[config.mk]
export PLATFORM = sky130hd
export DESIGN_NAME = m555_timer
export DESIGN_NICKNAME = d
export VERILOG_FILES = /design/src/rtl/m555_pkg.sv /design/src/rtl/m555_phase_counter.sv /design/src/rtl/m555_timer.sv
export SDC_FILE = /design/constraint.sdc
export NUM_CORES = 1
export LEC_CHECK = 0
export ABC_AREA = 1
export BUFFER_PORTS_ARGS = -buffer_cell sky130_fd_sc_hd__buf_2
export CAP_MARGIN = 20
export CORE_ASPECT_RATIO = 1.25
export CORE_MARGIN = 2
export CORE_UTILIZATION = 42
export CTS_BUF_LIST = sky130_fd_sc_hd__clkbuf_2 sky130_fd_sc_hd__clkbuf_4 sky130_fd_sc_hd__clkbuf_8
export CTS_CLUSTER_DIAMETER = 50
export CTS_CLUSTER_SIZE = 30
export DETAILED_ROUTE_END_ITERATION = 10
export PLACE_DENSITY = 0.68
export SLEW_MARGIN = 20
export SYNTH_ARGS = -nofsm -noshare
export SYNTH_HDL_FRONTEND = slang
export SYNTH_SLANG_ARGS = --single-unit
[constraint.sdc]
create_clock -name Clock -period 3.15 [get_ports Clock]
set_input_delay 0.7875 -clock Clock [delete_from_list [all_inputs] [get_ports Clock]]
set_output_delay 0.7875 -clock Clock [all_outputs]
set_load 0.01 [all_outputs]
[src/rtl/m555_pkg.sv]
// Shared types and constants for the m555 timer.
// The optional edge strobes are controlled by the M555_EDGE_PULSE_EN macro in m555_timer.
package m555_pkg;

    typedef enum logic [1:0] {
        StIdle,
        StHigh,
        StLow
    } state_e;

    localparam logic M555_ASTABLE    = 1'b0;
    localparam logic M555_MONOSTABLE = 1'b1;

    localparam int unsigned M555_DEFAULT_LEN = 50;

endpackage

[src/rtl/m555_phase_counter.sv]
// Loadable down-counter timing one phase of the m555 timer.
// Loads len-1 (0 for len==0), counts down to 0 and holds there; done_o flags zero.
module m555_phase_counter
    import m555_pkg::*;
#(
    parameter int unsigned WIDTH = 16
) (
    input  logic             clk_i,
    input  logic             rst_i,
    input  logic             load_i,
    input  logic [WIDTH-1:0] len_i,
    output logic             done_o
);

    localparam logic [WIDTH-1:0] One = WIDTH'(1);

    logic [WIDTH-1:0] count_q, count_d;

    always_comb begin
        count_d = count_q;
        if (load_i) begin
            count_d = (len_i == '0) ? '0 : len_i - One;
        end else if (count_q != '0) begin
            count_d = count_q - One;
        end
    end

    always_ff @(posedge clk_i) begin
        if (rst_i) begin
            count_q <= '0;
        end else begin
            count_q <= count_d;
        end
    end

    assign done_o = (count_q == '0);

endmodule

[src/rtl/m555_timer.sv]
// Synchronous 555-style timer: astable clock generator or non-retriggerable one-shot.
// Define M555_EDGE_PULSE_EN to add the registered rise_pulse/fall_pulse strobes.
module m555_timer
    import m555_pkg::*;
#(
    parameter int unsigned WIDTH = 16
) (
    input  logic             Clock,
    input  logic             Reset,
    input  logic             enable,
    input  logic             mode,
    input  logic             trigger,
    input  logic [WIDTH-1:0] high_len,
    input  logic [WIDTH-1:0] low_len,
    output logic             clk_out,
    output logic             busy
`ifdef M555_EDGE_PULSE_EN
    ,
    output logic             rise_pulse,
    output logic             fall_pulse
`endif
);

    state_e           state_q, state_d;
    logic             mode_q, mode_d;
    logic             clk_out_q, clk_out_d;
    logic             load;
    logic [WIDTH-1:0] load_len;
    logic             done;

    m555_phase_counter #(
        .WIDTH (WIDTH)
    ) u_phase_counter (
        .clk_i  (Clock),
        .rst_i  (Reset),
        .load_i (load),
        .len_i  (load_len),
        .done_o (done)
    );

    always_comb begin
        state_d  = state_q;
        mode_d   = mode_q;
        load     = 1'b0;
        load_len = high_len;
        unique case (state_q)
            StIdle: begin
                // Mode is only tracked while idle so a running phase keeps its mode.
                mode_d = mode;
                if ((mode == M555_MONOSTABLE) ? trigger : enable) begin
                    state_d = StHigh;
                    load    = 1'b1;
                end
            end
            StHigh: begin
                if (done) begin
                    if (mode_q == M555_ASTABLE) begin
                        state_d  = StLow;
                        load     = 1'b1;
                        load_len = low_len;
                    end else begin
                        state_d = StIdle;
                    end
                end
            end
            StLow: begin
                if (done) begin
                    if (enable) begin
                        state_d = StHigh;
                        load    = 1'b1;
                    end else begin
                        state_d = StIdle;
                    end
                end
            end
            default: state_d = StIdle;
        endcase
        clk_out_d = (state_d == StHigh);
    end

    always_ff @(posedge Clock) begin
        if (Reset) begin
            state_q   <= StIdle;
            mode_q    <= M555_ASTABLE;
            clk_out_q <= 1'b0;
        end else begin
            state_q   <= state_d;
            mode_q    <= mode_d;
            clk_out_q <= clk_out_d;
        end
    end

    assign clk_out = clk_out_q;
    assign busy    = (state_q != StIdle);

`ifdef M555_EDGE_PULSE_EN
    logic rise_q, rise_d;
    logic fall_q, fall_d;

    // Strobes are registered alongside clk_out so they line up with its transition.
    always_comb begin
        rise_d = clk_out_d & ~clk_out_q;
        fall_d = ~clk_out_d & clk_out_q;
    end

    always_ff @(posedge Clock) begin
        if (Reset) begin
            rise_q <= 1'b0;
            fall_q <= 1'b0;
        end else begin
            rise_q <= rise_d;
            fall_q <= fall_d;
        end
    end

    assign rise_pulse = rise_q;
    assign fall_pulse = fall_q;
`endif

endmodule

==> results.md, run 1 <==
- Worst vdd ir: between 0.0002 and 0.0003 V
- Met3 usage in global routing: 0.0147
- Layout Nets: 451
- Pin count of the biggest net entering global routing: 30
- Setup Skew: ~0.0013 ns
- Net Sw Frac: 0.486
- Net switching power: ~660 uW
- Initial Utilization: 0.432
- Post-layout util: 0.481
- Die height: roughly 84 um
- Commonest cells after routing, fill and taps aside: 118 x nand2_1, 52 x inv_1, 38 x buf_2, 36 x nor2_1
- Synthesized netlist net count: between 400 and 500
- FF-to-FF Start: u_phase_counter.count_q[4]
- Syn Area/Cell: ~5.7 um2
- Crit path DAT: 2.77 ns
- Status: finished, final reports clean
- Internal: approximately 700 uW
- Grt total ovfl: 0
- Met2 GRT Util: 0.328
- Initial DRC Count: 64
- Period utilisation layout: 0.832
- Antenna-violating nets left: 0
- Pwr dens: 563 nW/um2
- Post-synth EDFFs: 0
- RSZ-0062 raised after global routing: no
- I/O pins: 39
- Design area: 2410 um2
- Mapped Area: about 2200 um2
- Setup crit end kind: register
- Via count: 2301
- Synth Flop Type: dfxtp_1
- Most used routing layer: met2
- Slew headroom: 0.645
- Hold Crit Start: mode_q
- Final Power: 1360 uW
- Worst skew pair latency: 0.26 ns
- Top post-synthesis cells by area: nand2_1 20%, dfxtp_1 19%, inv_1 9.0%, nand4_1 8.4%, o21ai_0 6.7%
- Final Hold Fails: 0
- WS Path Type: register to register
- Worst Hold Depth: 2
- Post-DP Area: 2350 um2
- Clk root buf: clkbuf_8
- Worst Tran Pin Value: 0.532 ns
- Register-to-register setup slack: 0.53 ns
- Crit path time final: 2.62 ns
- Pleak: 0.00130 uW
- Drt total wl: 5140 um
- Final max-slew violation count: 0
- Final Instance Count excl. Fillers: between 400 and 500
- Layout overhead on the synthesized area: 11.3%
- Class of the worst hold path: register to register
- Chip Width: 68.2 um
- Post-DR wirelength/cell: around 11 um
- Final TNS setup: 0 ns
- Dpl hpwl: around 4100 um
- Most common cell after layout, fill and taps aside: nand2_1
- Achievable frequency: between 0.3 and 0.4 GHz
- Initial antenna violation count: 0
- Area leader, netlist: nand2_1
- GR Util met1: 0.267
- Yosys reg bits: 20
- Core Rows: 29
- Clock power frac: 0.147
- Ys Warns: 0
- First drt pass iteration count: 4
- Postcts setup bufs: 0
- Max_cap viols: 0
- CTS max path bufs: 2
- Gr usage total: 0.202
- CP max FO: 29
- Synth top area share: 0.205
- Crit path launch type: register
- Fill cells: about 550
- Hold Crit Endpoint: mode_q
- CTS H-tree depth: 1
- Cells after DPL: roughly 470
- CTS buffer count: 3
- Reg clk slew, reported paths: around 0.070 ns
- Vias in the first global route: 2181
- N_diodes: 0
- Final setup violation count: 0
- Data required, critical path: approximately 3.3 ns
- Seq pwr share: 0.276
- Reg2reg end: u_phase_counter.count_q[10]
- CTS tree: done
- RePlAce Congestion: 0.885
- Cells after Synth: between 300 and 400
- Hold_buf cts: 0
- Port bufs: 38
- Ratio of cells with drive above 1 in the final layout: 0.194
- Async S/R FF share, synth: 0
- Vias per inst: a little under 5
- Clk sinks: 20
- Die ar.: 5740 um2
- Worst R2R Path Depth: 14
- Residual DRC: 0
- Global-route wire length before repair: 9250 um
- Post-synthesis sequential area ratio: 0.185
- Combinational power share: 0.577
- Post-synth cell types: 29
- Core ar.: around 5000 um2
- Post-CTS sizing: 0
stage by stage:
stage                     hold slack, ns  setup slack (ns)
after detailed placement           0.561             0.543
final                              0.578             0.531
after floorplan                    0.492              1.05
after global routing               0.634             0.164
after CTS                          0.576             0.523
after global placement             0.550             0.596
layer usage:
layer  up-vias  routed length [um]
li1       1252                   -
met1       990                2420
met2        50                2450
met3         9                 155
met4         0                 110
met5         -                   0
state kept, by name, summed over array words and instances, names as in the netlist:
register / cells
mode_q: 1
state_q: 2
u_phase_counter.count_q: 16
clk_out: 1
logic make-up after synthesis:
kind of cell	share of synthesized area
multiplexers	0.00521
adder cells (fa/ha/maj)	0.0347
AO/OA/AOI/OAI	0.129
buffers and inverters	0.143
flip-flops	0.185
XOR/XNOR	0.0284
AND/OR/NAND/NOR	0.475
worst max-delay path, stage by stage, from the launching register on:
cell,delay [ns]
dfxtp_1,0.35
nor2_4,0.14
nand2_2,0.09
nor2_4,0.34
nand3_2,0.53
nand2_1,0.18
nand2_1,0.11
nor2_1,0.14
nand2_1,0.12
nor2_2,0.18
nand2_1,0.10
nand2_1,0.07
nand2_1,0.05
nand2_1,0.06
a21oi_1,0.05
worst max path at each step:
stage / startpoint / endpoint / slack (ns) / cells past startpoint
after floorplan: mode / u_phase_counter.count_q[5] / 1.05 / 10
after global placement: u_phase_counter.count_q[4] / u_phase_counter.count_q[4] / 0.60 / 13
after detailed placement: u_phase_counter.count_q[10] / u_phase_counter.count_q[4] / 0.54 / 13
after CTS: u_phase_counter.count_q[10] / u_phase_counter.count_q[4] / 0.52 / 13
after global routing: u_phase_counter.count_q[8] / u_phase_counter.count_q[9] / 0.16 / 14
final: u_phase_counter.count_q[4] / u_phase_counter.count_q[10] / 0.53 / 14
power by group through the flow:
stage / sequential [uW] / clock, uW / combinational, uW
2_1_floorplan: 371 / 0 / 649
3_3_place_gp: 379 / 0 / 772
3_5_place_dp: 380 / 0 / 771
4_1_cts: 374 / 206 / 777
5_1_grt: 385 / 219 / 890
6_report: 375 / 199 / 781
area by class of cell:
cell class                      instances  area, um2  share of cell area
Inverter                               55        206              0.0858
Sequential cell                        20        400               0.166
Tap cell                               62       77.6              0.0322
Clock buffer                            4       55.1              0.0229
Multi-Input combinational cell        287       1450               0.604
Timing Repair Buffer                   41        213              0.0884
cell usage after synthesis, drive strengths merged, types with 2 or more instances:
cell type and n:
o31ai 2, a21oi 21, nand4 29, xor2 4, inv 55, nand3 9
ha 6, nand2 127, xnor2 3, dfxtp 20, buf 14, nor2 52
o21ai 30
Power figures use the tool's default switching activity.
==> run 2, diff against run 1 <==
--- a/config.mk
+++ b/config.mk
@@ -5,7 +5,7 @@
 export SDC_FILE = /design/constraint.sdc
 export NUM_CORES = 1
 export LEC_CHECK = 0
-export ABC_AREA = 1
+export ABC_AREA = 0
 export BUFFER_PORTS_ARGS = -buffer_cell sky130_fd_sc_hd__buf_2
 export CAP_MARGIN = 20
 export CORE_ASPECT_RATIO = 1.25
@@ -15,7 +15,7 @@
 export CTS_CLUSTER_DIAMETER = 50
 export CTS_CLUSTER_SIZE = 30
 export DETAILED_ROUTE_END_ITERATION = 10
-export PLACE_DENSITY = 0.68
+export PLACE_DENSITY = 0.69
 export SLEW_MARGIN = 20
 export SYNTH_ARGS = -nofsm -noshare
 export SYNTH_HDL_FRONTEND = slang
==> constraint.sdc (replaced) <==
create_clock -name Clock -period 2.6 [get_ports Clock]
set_input_delay 0.65 -clock Clock [delete_from_list [all_inputs] [get_ports Clock]]
set_output_delay 0.65 -clock Clock [all_outputs]
set_load 0.01 [all_outputs]
==> results.md, run 2 <==
- Setup Skew: roughly 0.0019 ns
- Synthesized netlist net count: 271
- Final max-slew violation count: 0
- Yosys reg bits: 20
- Post-DR wirelength/cell: 12.8 um
- CP max FO: 16
- Class of the worst hold path: register to register
- Layout overhead on the synthesized area: 21.2%
- Synth top area share: 0.229
- Clk root buf: clkbuf_8
- Syn Area/Cell: approximately 7.7 um2
- Grt total ovfl: 0
- Xor-xnor portion of the synthesized cell area: 0.135
- Mux cell area share after synthesis: 0.0301
- Setup ws final: roughly 0.3 ns
- Post-synth top cells: 20 x dfxtp_1, 20 x nor2_1, 16 x nand2_1
- Most used routing layer: met2
- Final TNS setup: 0 ns
- Gr usage total: 0.194
- WS Path Type: register to register
- Pin count of the biggest net entering global routing: 17
- Data required, critical path: 2.74 ns
- Ys Warns: 0
- Post-synth cell types: 41
- Via count: around 1800
- Postcts setup bufs: 0
- Setup crit end kind: register
- Worst skew pair latency: 0.25 ns
- Synth Area in Compound Gates: 0.231
- Period utilisation layout: 0.885
- Mapped Area: ~1700 um2
- RePlAce Congestion: a little under 0.9
- Vias per inst: between 5 and 6
- Cells after Synth: 228
- Area leader, netlist: dfxtp_1
- Core Rows: 26
- Max_cap viols: 0
- Hold_ws: around 0.55 ns
- Largest regs: u_phase_counter.count_q (16), state_q (2)
- RSZ-0062 raised after global routing: no
- Final setup violation count: 0
- I/O pins: 39
- Fill cells: 432
- Max FFs per register: 16
- Initial antenna violation count: 0
- Adder-cell area share of the yosys netlist: 0.0429
- Ratio of cells with drive above 1 in the final layout: 0.223
- Slew headroom: 0.604
- Top reg by flops: u_phase_counter.count_q
- First drt pass iteration count: 4
- Clk sinks: 20
- Global-route wire length before repair: between 7000 and 8000 um
- Drt total wl: around 4200 um
- GR Util met1: 0.243
- Residual DRC: 0
- Pwr dens: between 400 and 500 nW/um2
- N_diodes: 0
- Most common cell after layout, fill and taps aside: buf_2
- Post-synth EDFFs: 0
- Post-synthesis sequential area ratio: 0.229
- Layout Nets: 319
- Worst vdd ir: about 0.00024 V
- Achievable frequency: around 0.43 GHz
- Met3 usage in global routing: 0.0119
- CTS max path bufs: 2
- Async S/R FF share, synth: 0
- Post-Synth Simple-Gate Area: 0.297
- Met2 GRT Util: 0.340
- Worst Tran Pin Value: around 0.59 ns
- Place WS: about 0.098 ns
- Crit path launch type: register
- Pleak: between 0.0008 and 0.0009 uW
- Initial Utilization: 0.433
- Chip Width: between 60 and 70 um
- CTS tree: done
- Vias in the first global route: between 1500 and 2000
- Synth Flop Type: dfxtp_1
- Commonest cells after routing, fill and taps aside: 38 x buf_2, 20 x nor2_1, 20 x dfxtp_1, 16 x nand2_1
- Crit path DAT: 2.44 ns
- Top post-synthesis cells by area: dfxtp_1 23%, xor2_1 7.0%, xnor2_1 6.5%, ha_1 4.3%, nor2_1 4.3%
- Core ar.: roughly 4000 um2
- CTS H-tree depth: 1
- Die ar.: between 4000 and 5000 um2
- Antenna-violating nets left: 0
- Initial DRC Count: 39
- CTS buffer count: 3
- Dpl hpwl: approximately 3500 um
- Final Hold Fails: 0
- Crit path time final: 2.30 ns
- Die height: between 70 and 80 um
- Largest family of logic cells by synthesized area: simple AND/OR/NAND/NOR gates
- Final Power: approximately 1000 uW
- Reg clk slew, reported paths: ~0.070 ns
- Port bufs: 38
- Status: finished, final reports clean
## run 2: final timing paths
kind	start	end	slack, ns	cells after the start
hold / removal	mode_q	mode_q	0.55	2
setup reg to reg	u_phase_counter.count_q[0]	u_phase_counter.count_q[11]	0.30	8
hold reg to reg	mode_q	mode_q	0.55	2
setup / recovery	u_phase_counter.count_q[0]	u_phase_counter.count_q[11]	0.30	8
## run 2: routing by layer
| metal | up-vias | part of all wire |
|---|---|---|
| li1 | 952 | - |
| met3 | 6 | 0.025 |
| met1 | 828 | 0.45 |
| met2 | 39 | 0.51 |
| met4 | 0 | 0.014 |
| met5 | - | 0 |
## run 2: logic make-up after synthesis
family / count (synthesis)
AO/OA/AOI/OAI: 64
flip-flops: 20
AND/OR/NAND/NOR: 93
XOR/XNOR: 27
adder cells (fa/ha/maj): 6
buffers and inverters: 13
multiplexers: 5
## run 2: area by class of cell
class,instances,area [um2],share of cell area
Clock buffer,3,41.3,0.0195
Inverter,5,18.8,0.00886
Multi-Input combinational cell,195,1300,0.614
Sequential cell,20,400,0.189
Tap cell,56,70.1,0.0331
Timing Repair Buffer,51,288,0.136
## run 2: critical path, stage by stage, from the launching register on
cell     delay, ns
dfxtp_1       0.33
inv_1         0.09
ha_1          0.16
nor4b_1       0.22
nand4_1       0.19
or3b_1        0.68
a211o_1       0.32
o21ai_1       0.09
o22ai_1       0.09
## run 2: repair_timing
action                     4_1_cts  5_1_grt
setup endpoints to repair        0       13
resized for setup                0        2
hold buffers                     0        0
## run 2: power by group
group          switching (uW)  internal (uW)
Clock                    93.1            103
Combinational             226            200
Sequential               62.1            360
Total                     381            663
## run 2: per-stage QoR
stage                     utilization  cell area [um2]  cells
final                           0.525             2120    330
after global routing            0.525             2120    330
after CTS                       0.522             2110    330
after detailed placement        0.512             2060    327
after global placement          0.512             2060    327
after floorplan                     -             1750    228
